File: config.mk
export PLATFORM = sky130hd
export DESIGN_NAME = rtc_bus_ctrl
export DESIGN_NICKNAME = d
export VERILOG_FILES = /design/src/rtl/rtc_pkg.sv /design/src/rtl/rtc_bus_ctrl_phase_timer.sv /design/src/rtl/rtc_bus_ctrl.sv
export SDC_FILE = /design/constraint.sdc
export NUM_CORES = 1
export LEC_CHECK = 0
export BUFFER_PORTS_ARGS = -buffer_cell sky130_fd_sc_hd__buf_2
export CELL_PAD_IN_SITES_DETAIL_PLACEMENT = 1
export CELL_PAD_IN_SITES_GLOBAL_PLACEMENT = 1
export CORE_UTILIZATION = 43
export DETAILED_ROUTE_END_ITERATION = 8
export MAX_ROUTING_LAYER = met4
export PLACE_DENSITY = 0.79
export SETUP_SLACK_MARGIN = 0.15
export SLEW_MARGIN = 0
export SYNTH_ARGS = -nofsm -noshare
export SYNTH_HDL_FRONTEND = slang
export SYNTH_SLANG_ARGS = --single-unit
File: constraint.sdc
create_clock -name clk -period 6.82 [get_ports clk]
set_input_delay 1.705 -clock clk [delete_from_list [all_inputs] [get_ports clk]]
set_output_delay 1.705 -clock clk [all_outputs]
set_load 0.05 [all_outputs]
File: src/rtl/rtc_pkg.sv
// rtc_pkg: shared state encoding, RTC register map and default bus timing.
package rtc_pkg;
  localparam logic [2:0] S_IDLE  = 3'd0;
  localparam logic [2:0] S_A_SET = 3'd1;
  localparam logic [2:0] S_A_STB = 3'd2;
  localparam logic [2:0] S_A_HLD = 3'd3;
  localparam logic [2:0] S_D_SET = 3'd4;
  localparam logic [2:0] S_D_STB = 3'd5;
  localparam logic [2:0] S_D_HLD = 3'd6;
  localparam logic [2:0] S_GAP   = 3'd7;
  localparam logic [7:0] RTC_SEC   = 8'h20;
  localparam logic [7:0] RTC_MIN   = 8'h21;
  localparam logic [7:0] RTC_HOUR  = 8'h22;
  localparam logic [7:0] RTC_DAY   = 8'h23;
  localparam logic [7:0] RTC_MONTH = 8'h24;
  localparam logic [7:0] RTC_YEAR  = 8'h25;
  localparam logic [7:0] RTC_TSEC  = 8'h26;
  localparam logic [7:0] RTC_TMIN  = 8'h27;
  localparam logic [7:0] RTC_THOUR = 8'h28;
  localparam logic [7:0] RTC_CMD   = 8'h2f;
  localparam int DEF_T_SET = 2;
  localparam int DEF_T_STB = 6;
  localparam int DEF_T_HLD = 2;
  localparam int DEF_T_GAP = 4;
  localparam int DEF_CW    = 4;
  function automatic logic in_addr(input logic [2:0] s);
    return s >= S_A_SET && s <= S_A_HLD;
  endfunction
  function automatic logic in_data(input logic [2:0] s);
    return s >= S_D_SET && s <= S_D_HLD;
  endfunction
endpackage

File: src/rtl/rtc_bus_ctrl_phase_timer.sv
// phase_timer: loadable down-counter that flags the last cycle of a phase.
module phase_timer #(
  parameter int CW = 4
) (
  input  logic          clk,
  input  logic          reset,
  input  logic          load,
  input  logic [CW-1:0] load_val,
  output logic          zero
);
  logic [CW-1:0] cnt;
  assign zero = cnt == '0;
  always_ff @(posedge clk or posedge reset)
    if (reset) cnt <= '0;
    else if (load) cnt <= load_val;
    else if (!zero) cnt <= cnt - 1'b1;
endmodule

File: src/rtl/rtc_bus_ctrl.sv
// rtc_bus_ctrl: sequences single-byte RTC transactions on a muxed address/data bus.
module rtc_bus_ctrl import rtc_pkg::*; #(
  parameter int T_SET = DEF_T_SET,
  parameter int T_STB = DEF_T_STB,
  parameter int T_HLD = DEF_T_HLD,
  parameter int T_GAP = DEF_T_GAP,
  parameter int CW    = DEF_CW
) (
  input  logic       clk,
  input  logic       reset,
  input  logic       start,
  input  logic       rw,
  input  logic [7:0] addr,
  input  logic [7:0] wdata,
  output logic [7:0] rdata,
  output logic       busy,
  output logic       done,
  output logic       cs_n,
  output logic       rd_n,
  output logic       wr_n,
  output logic       ad_sel,
  output logic [7:0] ad_out,
  output logic       ad_oe,
  input  logic [7:0] ad_in
);
  logic [2:0] state, nxt;
  logic load, zero, take, rw_q, r_c, a_nx, d_nx;
  logic [CW-1:0] load_val;
  logic [7:0] addr_q, wdata_q, a_c, w_c;
  function automatic logic [CW-1:0] dur(input logic [2:0] s);
    return (s == S_A_SET || s == S_D_SET) ? CW'(T_SET - 1) :
           (s == S_A_STB || s == S_D_STB) ? CW'(T_STB - 1) :
           (s == S_A_HLD || s == S_D_HLD) ? CW'(T_HLD - 1) :
           (s == S_GAP) ? CW'(T_GAP - 1) : '0;
  endfunction
  assign take = state == S_IDLE && start;
  // outputs are registered from the next state, so use the request being accepted this cycle
  assign r_c  = take ? rw : rw_q;
  assign a_c  = take ? addr : addr_q;
  assign w_c  = take ? wdata : wdata_q;
  assign a_nx = in_addr(nxt);
  assign d_nx = in_data(nxt);
  always_comb begin
    nxt = take ? S_A_SET :
          (state != S_IDLE && zero) ? (state == S_GAP ? S_IDLE : state + 3'd1) : state;
    load = nxt != state;
    load_val = dur(nxt);
  end
  phase_timer #(.CW(CW)) u_timer (
    .clk(clk), .reset(reset), .load(load), .load_val(load_val), .zero(zero)
  );
  always_ff @(posedge clk or posedge reset)
    if (reset) begin
      state <= S_IDLE;
      rw_q <= 1'b0;
      addr_q <= '0;
      wdata_q <= '0;
      rdata <= '0;
      busy <= 1'b0;
      done <= 1'b0;
      cs_n <= 1'b1;
      rd_n <= 1'b1;
      wr_n <= 1'b1;
      ad_sel <= 1'b1;
      ad_out <= '0;
      ad_oe <= 1'b0;
    end else begin
      state <= nxt;
      if (take) {rw_q, addr_q, wdata_q} <= {rw, addr, wdata};
      if (state == S_D_STB && zero && rw_q) rdata <= ad_in;
      busy <= nxt != S_IDLE;
      done <= state == S_D_HLD && nxt == S_GAP;
      cs_n <= !(a_nx || d_nx);
      ad_sel <= !d_nx;
      ad_oe <= a_nx || (d_nx && !r_c);
      ad_out <= a_nx ? a_c : (d_nx && !r_c) ? w_c : 8'h00;
      wr_n <= !(nxt == S_A_STB || (nxt == S_D_STB && !r_c));
      rd_n <= !(nxt == S_D_STB && r_c);
    end
endmodule

Word level (Yosys, flattened, before mapping)
Cells that the tools add are included.

Register bits: 47. Input bits: 28. Output and inout bits: 23. Logic and storage cells: 71.

Add/subtract/negate cells: 2. Magnitude comparators: 4. Equal/unequal tests: 12. Mux-type cells: 14. Reductions and logical operators: 25.

Operator list (count): 8-bit 2-to-1 mux (4); 3-bit == test (second input constant) (7); 3-bit 2-to-1 mux (5); 1-bit logical AND (10); 4-bit 2-to-1 mux (2); 3-bit by 2-bit == test with 1-bit output (second input constant) (2); 1-bit logical OR (6); 3-bit nonzero test (2); 1-bit zero test (5); 4-bit zero test (1); 2-bit 2-to-1 mux (2); 4-bit by 1-bit subtractor with 4-bit output (second input constant) (1); 3-bit by 1-bit adder with 3-bit output (second input constant) (1); 3-bit by 1-bit == test with 1-bit output (second input constant) (1); 3-bit by 1-bit >= comparator with 1-bit output (second input constant) (1); 3-bit >= comparator (second input constant) (1); 3-bit by 2-bit less-or-equal comparator with 1-bit output (second input constant) (1); 3-bit less-or-equal comparator (second input constant) (1); 3-bit zero test (1); 3-bit != test (1); 2-bit != test (second input constant) (1); 1-bit 2-to-1 mux (1).

Logic depth before layout (Yosys ltp)
Gate-level depths: netlist of the first run.

Depth in word-level cells: 10. Mapped depth: 10.

By module
Synthesis of the first run repeated with hierarchy kept, for this count alone.

Cells, all modules: 167. Area total of the unflattened synthesis: 2059.5 um^2.

By module, submodules not included: rtc_bus_ctrl (times used 1, cells each 144, area each 1825.5 um^2); phase_timer (times used 1, cells each 23, area each 234.0 um^2).

Worst setup path after synthesis of the first run
OpenSTA, ideal clock, no wires.

Kind: input to register. Start point: in start. End point: reg u_timer.cnt[2]. Arrival: 2909 ps. Data required time: 6694 ps. Slack: 3785 ps. Cell stages on the path: 7. Buffers on the path: 1. Cells stage by stage: nand3b_1 buf_2 o211ai_1 and2_2 inv_1 nor3_4 a221o_1.

Cells in the longest elaborated chain, start to end: 7.

Ends and longest elaborated chain: start, declared (line rtc_bus_ctrl.sv:11) `input logic start,`; 1-bit logical AND (*) (line rtc_bus_ctrl.sv:36) `assign take = state == S_IDLE && start;`; 3-bit 2-to-1 mux (*) (line rtc_bus_ctrl.sv:44) `nxt = take ? S_A_SET :`; net nxt[1] (line rtc_bus_ctrl.sv:26) `logic [2:0] state, nxt;`; 3-bit by 2-bit == test with 1-bit output / 3-bit == test (equally long branches) (line rtc_bus_ctrl.sv:32) `(s == S_A_STB || s == S_D_STB) ? CW'(T_STB - 1) :`; 1-bit logical OR (line rtc_bus_ctrl.sv:32); 3-bit 2-to-1 mux (line rtc_bus_ctrl.sv:32); 3-bit 2-to-1 mux (line rtc_bus_ctrl.sv:31) `return (s == S_A_SET || s == S_D_SET) ? CW'(T_SET - 1) :`; 4-bit 2-to-1 mux (line rtc_bus_ctrl_phase_timer.sv:15) `else if (load) cnt <= load_val;`; end signal, assigned (line rtc_bus_ctrl_phase_timer.sv:15); end signal, assigned (line rtc_bus_ctrl_phase_timer.sv:16) `else if (!zero) cnt <= cnt - 1'b1;`; end, declared (line rtc_bus_ctrl_phase_timer.sv:11) `logic [CW-1:0] cnt;`.

Mark *: on every way through the listed nets, which the timed path passes. The rest lies on a longest branch. A chain may end at the register's enable or synchronous reset.

Worst setup path after layout of the first run
Start point: in start. End point: reg ad_oe.

Cells in the longest elaborated chain, start to end: 6.

Ends and longest elaborated chain: 1-bit logical AND (*) (line rtc_bus_ctrl.sv:36); 3-bit 2-to-1 mux (line rtc_bus_ctrl.sv:44); 3-bit >= comparator / 3-bit less-or-equal comparator (equally long branches) (line rtc_pkg.sv:30) `return s >= S_D_SET && s <= S_D_HLD;`; 1-bit logical AND (line rtc_pkg.sv:30); 1-bit logical AND (line rtc_bus_ctrl.sv:75) `ad_oe <= a_nx || (d_nx && !r_c);`; 1-bit logical OR (*) (line rtc_bus_ctrl.sv:75); end signal, assigned (line rtc_bus_ctrl.sv:75); end, declared (line rtc_bus_ctrl.sv:23) `output logic ad_oe,`.

Every way passes the cells marked *; elsewhere a longest branch is shown, timed or not.

==> qor.csv, run 1 <==
metric;value;unit
syn-cell-area;2140;um2
worstPathArrival;3.88;ns
place_congestion;0.891;
cts_num_sinks;47;
track_usage;21.1;%
place_hpwl;3520;um
htree_levels;2;
tightest_slew;1.05;ns
ys_warn_count;0;
post_cts_resized;0;
synth_edf_count;0;
crit_required;7.04;ns
critical_path.slowest_cell;mux2i_1;
finClkSkew;0.00480;ns
grt_pass1_wl;7890;um
die_x;72.5;um
yosys_register_bits;47;
drv_slew;0;
status;finished, final reports clean;
min_period;3.66;ns
antenna_found_initial;0;
leakage;1.20;nW
synthCells;160;
yosysTopAreaCell;dfrtp_1;
critPathKind;in -> reg;
fp.dieH;72.5;um
rsz0062_at_grt;false;
clock-root-buffer;clkbuf_8;
cts_tree;built;
hold_viol_final;0;
clk_pin_slew;0.08;ns
clock_latency;0.30;ns
clockBufferDepth;2;
synthesis.nets;195;
core;4750;um2
drtIter0Drc;74;
routed_wl;4720;um
p_sw;0.670;mW
power_frac_seq;32.8;%
power_frac_comb;56.0;%
maxCapViolCount;0;
slew_headroom;30.0;%
synth_cell_type_count;45;
clockPowerShare;11.2;%
start_util;45.0;%
numCtsBuffers;5;
fillCellCount;523;
syn_area_per_cell;13.4;um2
grt_pass1_vias;1631;
std_cell_rows;25;
cp_max_fo;20;
setup_violations;0;
worstPathCellList;buf_2 -> nand3b_1 -> mux2i_1 -> o21ai_0 -> a21boi_1;
portBuffers;50;
globalRouteOverflowTotal;0;
cp-end-kind;register;
synth_top_area_share;50.3;%
route.detailed.drc;0;
synth_seq_area_share;55.2;%
power.total;1.44;mW
first_pass_iters;4;
num_io_pins;51;
ant_nets;0;
synthArstFlopShare;100;%
nets;247;
max_stage_delay;1.00;ns
ir_drop;0.269;mV
power_density;570;nW/um2
synthFlopType;dfrtp_1;
fmax;274;MHz
drive_gt1_share;44.1;%
antenna_cells;0;
worstHoldPathType;reg -> reg;
post_drt_wl_per_cell;16.9;um
cts_hold_buf;0;
setup-tns-final;0;ns
vias;1464;
grt_max_degree;48;
viasPerCell;5.23;
p_int;0.766;mW
area_growth;17.7;%
critPathLaunchType;input port;
finalCritPeriodShare;53.6;%
cts_setup_buffers;0;
dieArea;5260;um2
p_sw_share;46.7;%
yosys-top-cells-area;dfrtp_1, mux2_2, dfstp_2;
-- cells by family after synthesis --
logic type                 share of synthesized area, %
AOI/OAI and AO/OA                                  13.0
xor gates and xnor gates                          0.409
adders and majority gates                          4.09
buffers and inverters                              4.21
DFF                                                55.2
muxes                                              14.0
and+or+nand+nor                                    9.01
-- registers in the layout (all words and copies together), names as in the netlist, 3 cells and up --
register,cells
ad_out,8
addr_q,8
rdata,8
wdata_q,8
u_timer.cnt,4
state,3
-- critical path: cells and delay by family --
family	cells	cell delay, ns
muxes	1	1.00
and+or+nand+nor	1	0.69
AOI/OAI and AO/OA	2	0.39
buffers and inverters	1	0.08
-- per-stage QoR --
step | utilization, % | cell area (um2) | setup slack, ns | std cells | hold slack, ns
floorplan | - | 2140 | 3.79 | 160 | 0.471
global placement | 51.3 | 2440 | 2.97 | 272 | 0.478
detailed placement | 51.3 | 2440 | 2.80 | 272 | 0.485
CTS | 53.0 | 2520 | 3.12 | 280 | 0.504
global route | 53.0 | 2520 | 2.91 | 280 | 0.523
finish | 53.0 | 2520 | 3.16 | 280 | 0.504
-- power groups by stage --
stage	combinational, mW	clock (mW)	sequential [mW]
2_1_floorplan	0.474	0	0.636
3_3_place_gp	0.773	0	0.469
3_5_place_dp	0.809	0	0.478
4_1_cts	0.811	0.163	0.472
5_1_grt	0.875	0.176	0.484
6_report	0.805	0.161	0.471
-- placed cells by master, fill, tap and decap left out, types with 2 or more instances in the layout --
| master | instances |
|---|---|
| mux2i_1 | 3 |
| ha_1 | 7 |
| dfrtp_1 | 43 |
| o21ai_0 | 3 |
| mux2_2 | 24 |
| o211ai_1 | 2 |
| buf_2 | 50 |
| a32o_1 | 8 |
| nand2b_1 | 2 |
| nor3_1 | 2 |
| o21ai_1 | 2 |
| nand3b_1 | 2 |
| clkbuf_1 | 2 |
| inv_1 | 9 |
| a21oi_1 | 3 |
| nand3_1 | 2 |
| clkbuf_8 | 5 |
| nor2b_1 | 2 |
| nor2_1 | 5 |
| nand2_1 | 6 |
| a21oi_4 | 2 |
| dfstp_2 | 4 |
-- synth_stat cells (3+ instances only) --
library cell and number:
mux2i_1 3, inv_1 10, a32o_1 8, dfstp_2 4
nand2_1 6, dfrtp_1 43, ha_1 7, o21ai_0 3
mux2_2 24, nor2_1 5, a21oi_1 3
-- routing by layer --
layer	vias to the layer above	share of wire [%]	GRT usage [%]
li1	680	-	-
met1	740	43	24.4
met2	37	51	35.0
met3	7	4.6	5.97
met4	0	1.5	7.63
met5	-	0	-
-- final timing paths --
kind / end / cells after the start / startpoint / slack [ns]
max: ad_oe / 5 / start / 3.16
min in group asynchronous: ad_out[5] / 2 / reset / 1.62
min: wdata_q[0] / 1 / wdata_q[0] / 0.50
max in group asynchronous: wdata_q[3] / 2 / reset / 4.61
min reg2reg: wdata_q[0] / 1 / wdata_q[0] / 0.50
max reg2reg: ad_oe / 6 / state[0] / 3.66
-- final cells by class --
cell class	count	area [um2]	area share (%)
Sequential cell	47	1180	46.9
Multi-Input combinational cell	97	868	34.5
Timing Repair Buffer	50	250	9.94
Tap cell	67	83.8	3.33
Clock buffer	7	76.3	3.03
Inverter	11	53.8	2.14
Clock inverter	1	5.00	0.199
Power figures use the tool's default switching activity.
==> run 2, diff against run 1 <==
CORE_UTILIZATION = 42   (was 43)
PLACE_DENSITY = 0.77   (was 0.79)
clock period = 3.6 ns   (was 6.82 ns; I/O delays follow)
==> run 2 against run 1 <==
Via count is 2.0% higher. Clock skew shrank 0.0011 ns. Critical path depth up 3. Register-to-register slack lost 2.9 ns. Die area increased by 2.3%. Sequential share of layout area decreased by 0.53 points. Highest routed layer unchanged.
==> qor.csv, run 2 (synthesized netlist as in run 1, its figures left out) <==
metric;value;unit
placed_cells;274;
numCtsBuffers;5;
drtIter0Drc;86;
antenna_found_initial;0;
place_hpwl;3530;um
layout_common_cells;buf_2, dfrtp_1, mux2_2;
place_congestion;0.851;
cts_num_sinks;47;
vias;1493;
fmax;358;MHz
p_int;1.48;mW
layout_commonest_cell;buf_2;
drive_gt1_share;45.1;%
finalCritPeriodShare;77.7;%
grt_pass1_wl;7580;um
route.detailed.drc;0;
critPathKind;reg -> reg;
routed_wl;4740;um
std_cell_rows;25;
cp-end-kind;register;
htree_levels;2;
globalRouteOverflowTotal;0;
core;4820;um2
critPathLaunchType;register;
setup-tns-final;0;ns
setup_violations;0;
ir_drop;0.495;mV
hold_viol_final;0;
post_drt_wl_per_cell;16.8;um
worstHoldPathType;reg -> reg;
portBuffers;50;
dieArea;5380;um2
power.total;2.76;mW
drv_slew;0;
power_frac_seq;32.4;%
fillCellCount;539;
slew_headroom;36.1;%
grt_max_degree;48;
stdcell_count;282;
die_x;73.4;um
whs;0.504;ns
cts_hold_buf;0;
clock_latency;0.30;ns
final_util;52.9;%
track_usage;19.8;%
clockPowerShare;12.0;%
min_path_cells;1;
tightest_slew;0.958;ns
rsz0062_at_grt;false;
finClkSkew;0.00371;ns
nets;249;
clk_pin_slew;0.08;ns
ant_nets;0;
post_cts_resized;0;
viasPerCell;5.29;
rr_worst_depth;8;
area_growth;19.1;%
min_period;2.80;ns
power_frac_comb;55.6;%
clock-root-buffer;clkbuf_8;
cts_setup_buffers;0;
start_util;44.4;%
clockBufferDepth;2;
worstPathArrival;3.03;ns
reg2reg_slack;0.80;ns
antenna_cells;0;
p_sw_share;46.3;%
maxCapViolCount;0;
cp_max_fo;11;
grt_pass1_vias;1558;
first_pass_iters;4;
num_io_pins;51;
power_density;1080;nW/um2
crit_required;3.83;ns
fp.dieH;73.4;um
p_sw;1.28;mW
leakage;1.21;nW
status;finished, final reports clean;
cts_tree;built;
==> run 2: metal layers <==
metal,part of all wire [%],vias up,track usage [%],wire length (um)
met2,53,43,34.4,2500
met1,41,753,22.4,1950
met3,4.4,11,4.39,208
met4,1.9,0,7.26,89
li1,-,686,-,-
met5,0,-,-,0
==> run 2: through the flow <==
| stage | area (um2) | worst slack [ns] |
|---|---|---|
| after global placement | 2450 | 1.00 |
| after detailed placement | 2450 | 0.854 |
| after floorplan | 2140 | 1.35 |
| after CTS | 2550 | 0.832 |
| after global routing | 2550 | 0.614 |
| final | 2550 | 0.804 |
==> run 2: power by group through the flow <==
stage          Combinational [mW]  Sequential, mW  Clock (mW)
2_1_floorplan               0.898            1.20           0
3_3_place_gp                 1.47           0.889           0
3_5_place_dp                 1.54           0.903           0
4_1_cts                      1.54           0.896       0.343
5_1_grt                      1.65           0.926       0.362
6_report                     1.53           0.894       0.330
==> run 2: final timing paths <==
kind                             endpoint      start
hold / removal                  addr_q[1]  addr_q[1]
setup reg to reg                ad_out[6]   state[0]
hold reg to reg                 addr_q[1]  addr_q[1]
max in group asynchronous  u_timer.cnt[1]      reset
min in group asynchronous      wdata_q[5]      reset
setup / recovery                ad_out[6]   state[0]
==> run 2: layout make-up <==
cell class | count | area [um2] | share of cell area (%)
sequential | 47 | 1180 | 46.4
multi-input combinational | 97 | 868 | 34.1
timing repair buffer | 52 | 265 | 10.4
clock buffer | 7 | 86.3 | 3.39
tap | 67 | 83.8 | 3.29
inverter | 11 | 53.8 | 2.11
clock inverter | 1 | 8.76 | 0.344
==> run 2: critical path, cell delays in order (launching register included) <==
cell	delay (ns)
dfrtp_1	0.51
inv_1	0.24
ha_1	0.26
nand3b_1	0.44
o211ai_1	0.31
and2_2	0.26
inv_1	0.15
a21oi_4	0.33
a32o_1	0.23
==> run 3, diff against run 2 <==
CORE_UTILIZATION = 38   (was 42)
PLACE_DENSITY = 0.74   (was 0.77)
clock period = 2.5 ns   (was 3.6 ns; I/O delays follow)
==> run 3 against run 2 <==
Utilization increased by 1.7 points. First-iteration DRC count decreased by 62%. Setup slack worse by 0.69 ns. Clock power up 78%. Cell area increased by 13%. Critical endpoint is now ad_out[4]. Highest routed layer unchanged.
==> qor.csv, run 3 (synthesized netlist as in run 1, its figures left out) <==
metric;value;unit
finalCritPeriodShare;95.5;%
antenna_cells;0;
slew_headroom;64.0;%
tightest_slew;0.539;ns
portBuffers;50;
antenna_found_initial;0;
nets;279;
critPathKind;reg -> reg;
critPathLaunchType;register;
numCtsBuffers;5;
maxCapViolCount;0;
finClkSkew;0.00322;ns
start_util;40.6;%
cts_num_sinks;47;
setup_violations;0;
rr_endpoint;ad_out[4];
track_usage;20.4;%
worstHoldPathType;in -> async;
drv_slew;0;
fp.dieH;77.0;um
clockPowerShare;12.6;%
placed_cells;290;
final_area;2870;um2
min_period;2.39;ns
leakage;1.38;nW
route.detailed.drc;0;
clock_latency;0.30;ns
drtIter0Drc;33;
power_frac_seq;26.9;%
worstPathArrival;2.63;ns
crit_required;2.74;ns
p_int;2.63;mW
vias;1605;
layout_common_cells;buf_2, dfrtp_1, buf_4;
power_density;1630;nW/um2
fillCellCount;584;
status;finished, final reports clean;
cp_max_fo;6;
setup-tns-final;0;ns
p_sw_share;43.7;%
drive_gt1_share;56.7;%
routed_wl;5370;um
rsz0062_at_grt;true;
clockBufferDepth;2;
htree_levels;2;
hold_viol_final;0;
first_pass_iters;4;
grt_pass1_vias;1792;
final_util;54.5;%
stdcell_count;315;
reg2reg_slack;0.11;ns
cp-end-kind;register;
p_sw;2.05;mW
regToRegStartpoint;u_timer.cnt[0];
fmax;419;MHz
place_congestion;0.778;
clk_pin_slew;0.09;ns
dieArea;5930;um2
num_io_pins;51;
place_hpwl;3630;um
grt_pass1_wl;9070;um
cts_tree;built;
grt_max_degree;26;
std_cell_rows;26;
ant_nets;0;
viasPerCell;5.10;
ir_drop;0.557;mV
area_growth;34.3;%
whs;0.357;ns
placed_area;2550;um2
power_frac_comb;60.5;%
clock-root-buffer;clkbuf_8;
rr_worst_depth;11;
layout_commonest_cell;buf_2;
post_drt_wl_per_cell;17.0;um
die_x;77.0;um
globalRouteOverflowTotal;0;
core;5270;um2
cts_hold_buf;0;
## run 3: what timing repair did
| action | in CTS | in global routing |
|---|---|---|
| endpoints found under the setup margin | 11 | 15 |
| buffers inserted | 12 | 5 |
| resized for setup | 14 | 6 |
| pin swaps | 8 | 4 |
| endpoints found under the hold margin | 0 | 0 |
## run 3: critical path, cell delays in order (launching register included)
cell and delay [ns]:
dfrtp_1 0.42, inv_2 0.09, ha_4 0.12, or3b_4 0.38
buf_6 0.13, buf_6 0.12, o211ai_1 0.20, and2_4 0.21
clkinvlp_4 0.15, a21oi_4 0.18, buf_6 0.15, a32o_1 0.17
## run 3: power by group through the flow
stage	Combinational [mW]	Sequential [mW]	Clock, mW
floorplan	1.29	1.73	0
global placement	2.31	1.25	0
detailed placement	2.37	1.27	0
CTS	2.68	1.26	0.597
global route	3.03	1.30	0.640
finish	2.83	1.26	0.588
## run 3: through the flow
step / setup WS (ns) / power, mW
after floorplan: 0.252 / 3.03
after global placement: 0.145 / 3.57
after detailed placement: 0.0867 / 3.64
after CTS: 0.136 / 4.54
after global routing: 0.0509 / 4.97
final: 0.113 / 4.68
## run 3: worst max path at each step
| stage | slack [ns] | cells after the start | endpoint | start |
|---|---|---|---|---|
| finish | 0.11 | 11 | ad_out[4] | u_timer.cnt[0] |
| global route | 0.05 | 11 | ad_out[4] | u_timer.cnt[0] |
| CTS | 0.14 | 10 | ad_out[4] | u_timer.cnt[1] |
| detailed placement | 0.09 | 8 | ad_out[6] | state[1] |
| global placement | 0.15 | 8 | u_timer.cnt[2] | state[1] |
| floorplan | 0.25 | 10 | ad_out[6] | u_timer.cnt[0] |
## run 3: cell type report
class                           count  area (um2)  share of cell area (%)
Timing Repair Buffer               82         509                    17.7
Clock buffer                        6        82.6                    2.87
Inverter                           11        57.6                    2.00
Tap cell                           70        87.6                    3.05
Multi-Input combinational cell     97         916                    31.9
Clock inverter                      2        38.8                    1.35
Sequential cell                    47        1180                    41.1
## run 3: metal layers
metal / global-route usage, % / vias up / routed length, um
met1: 24.0 / 799 / 2240
met3: 4.64 / 12 / 246
li1: - / 742 / -
met4: 6.98 / 0 / 123
met2: 34.6 / 52 / 2760
met5: - / - / 0
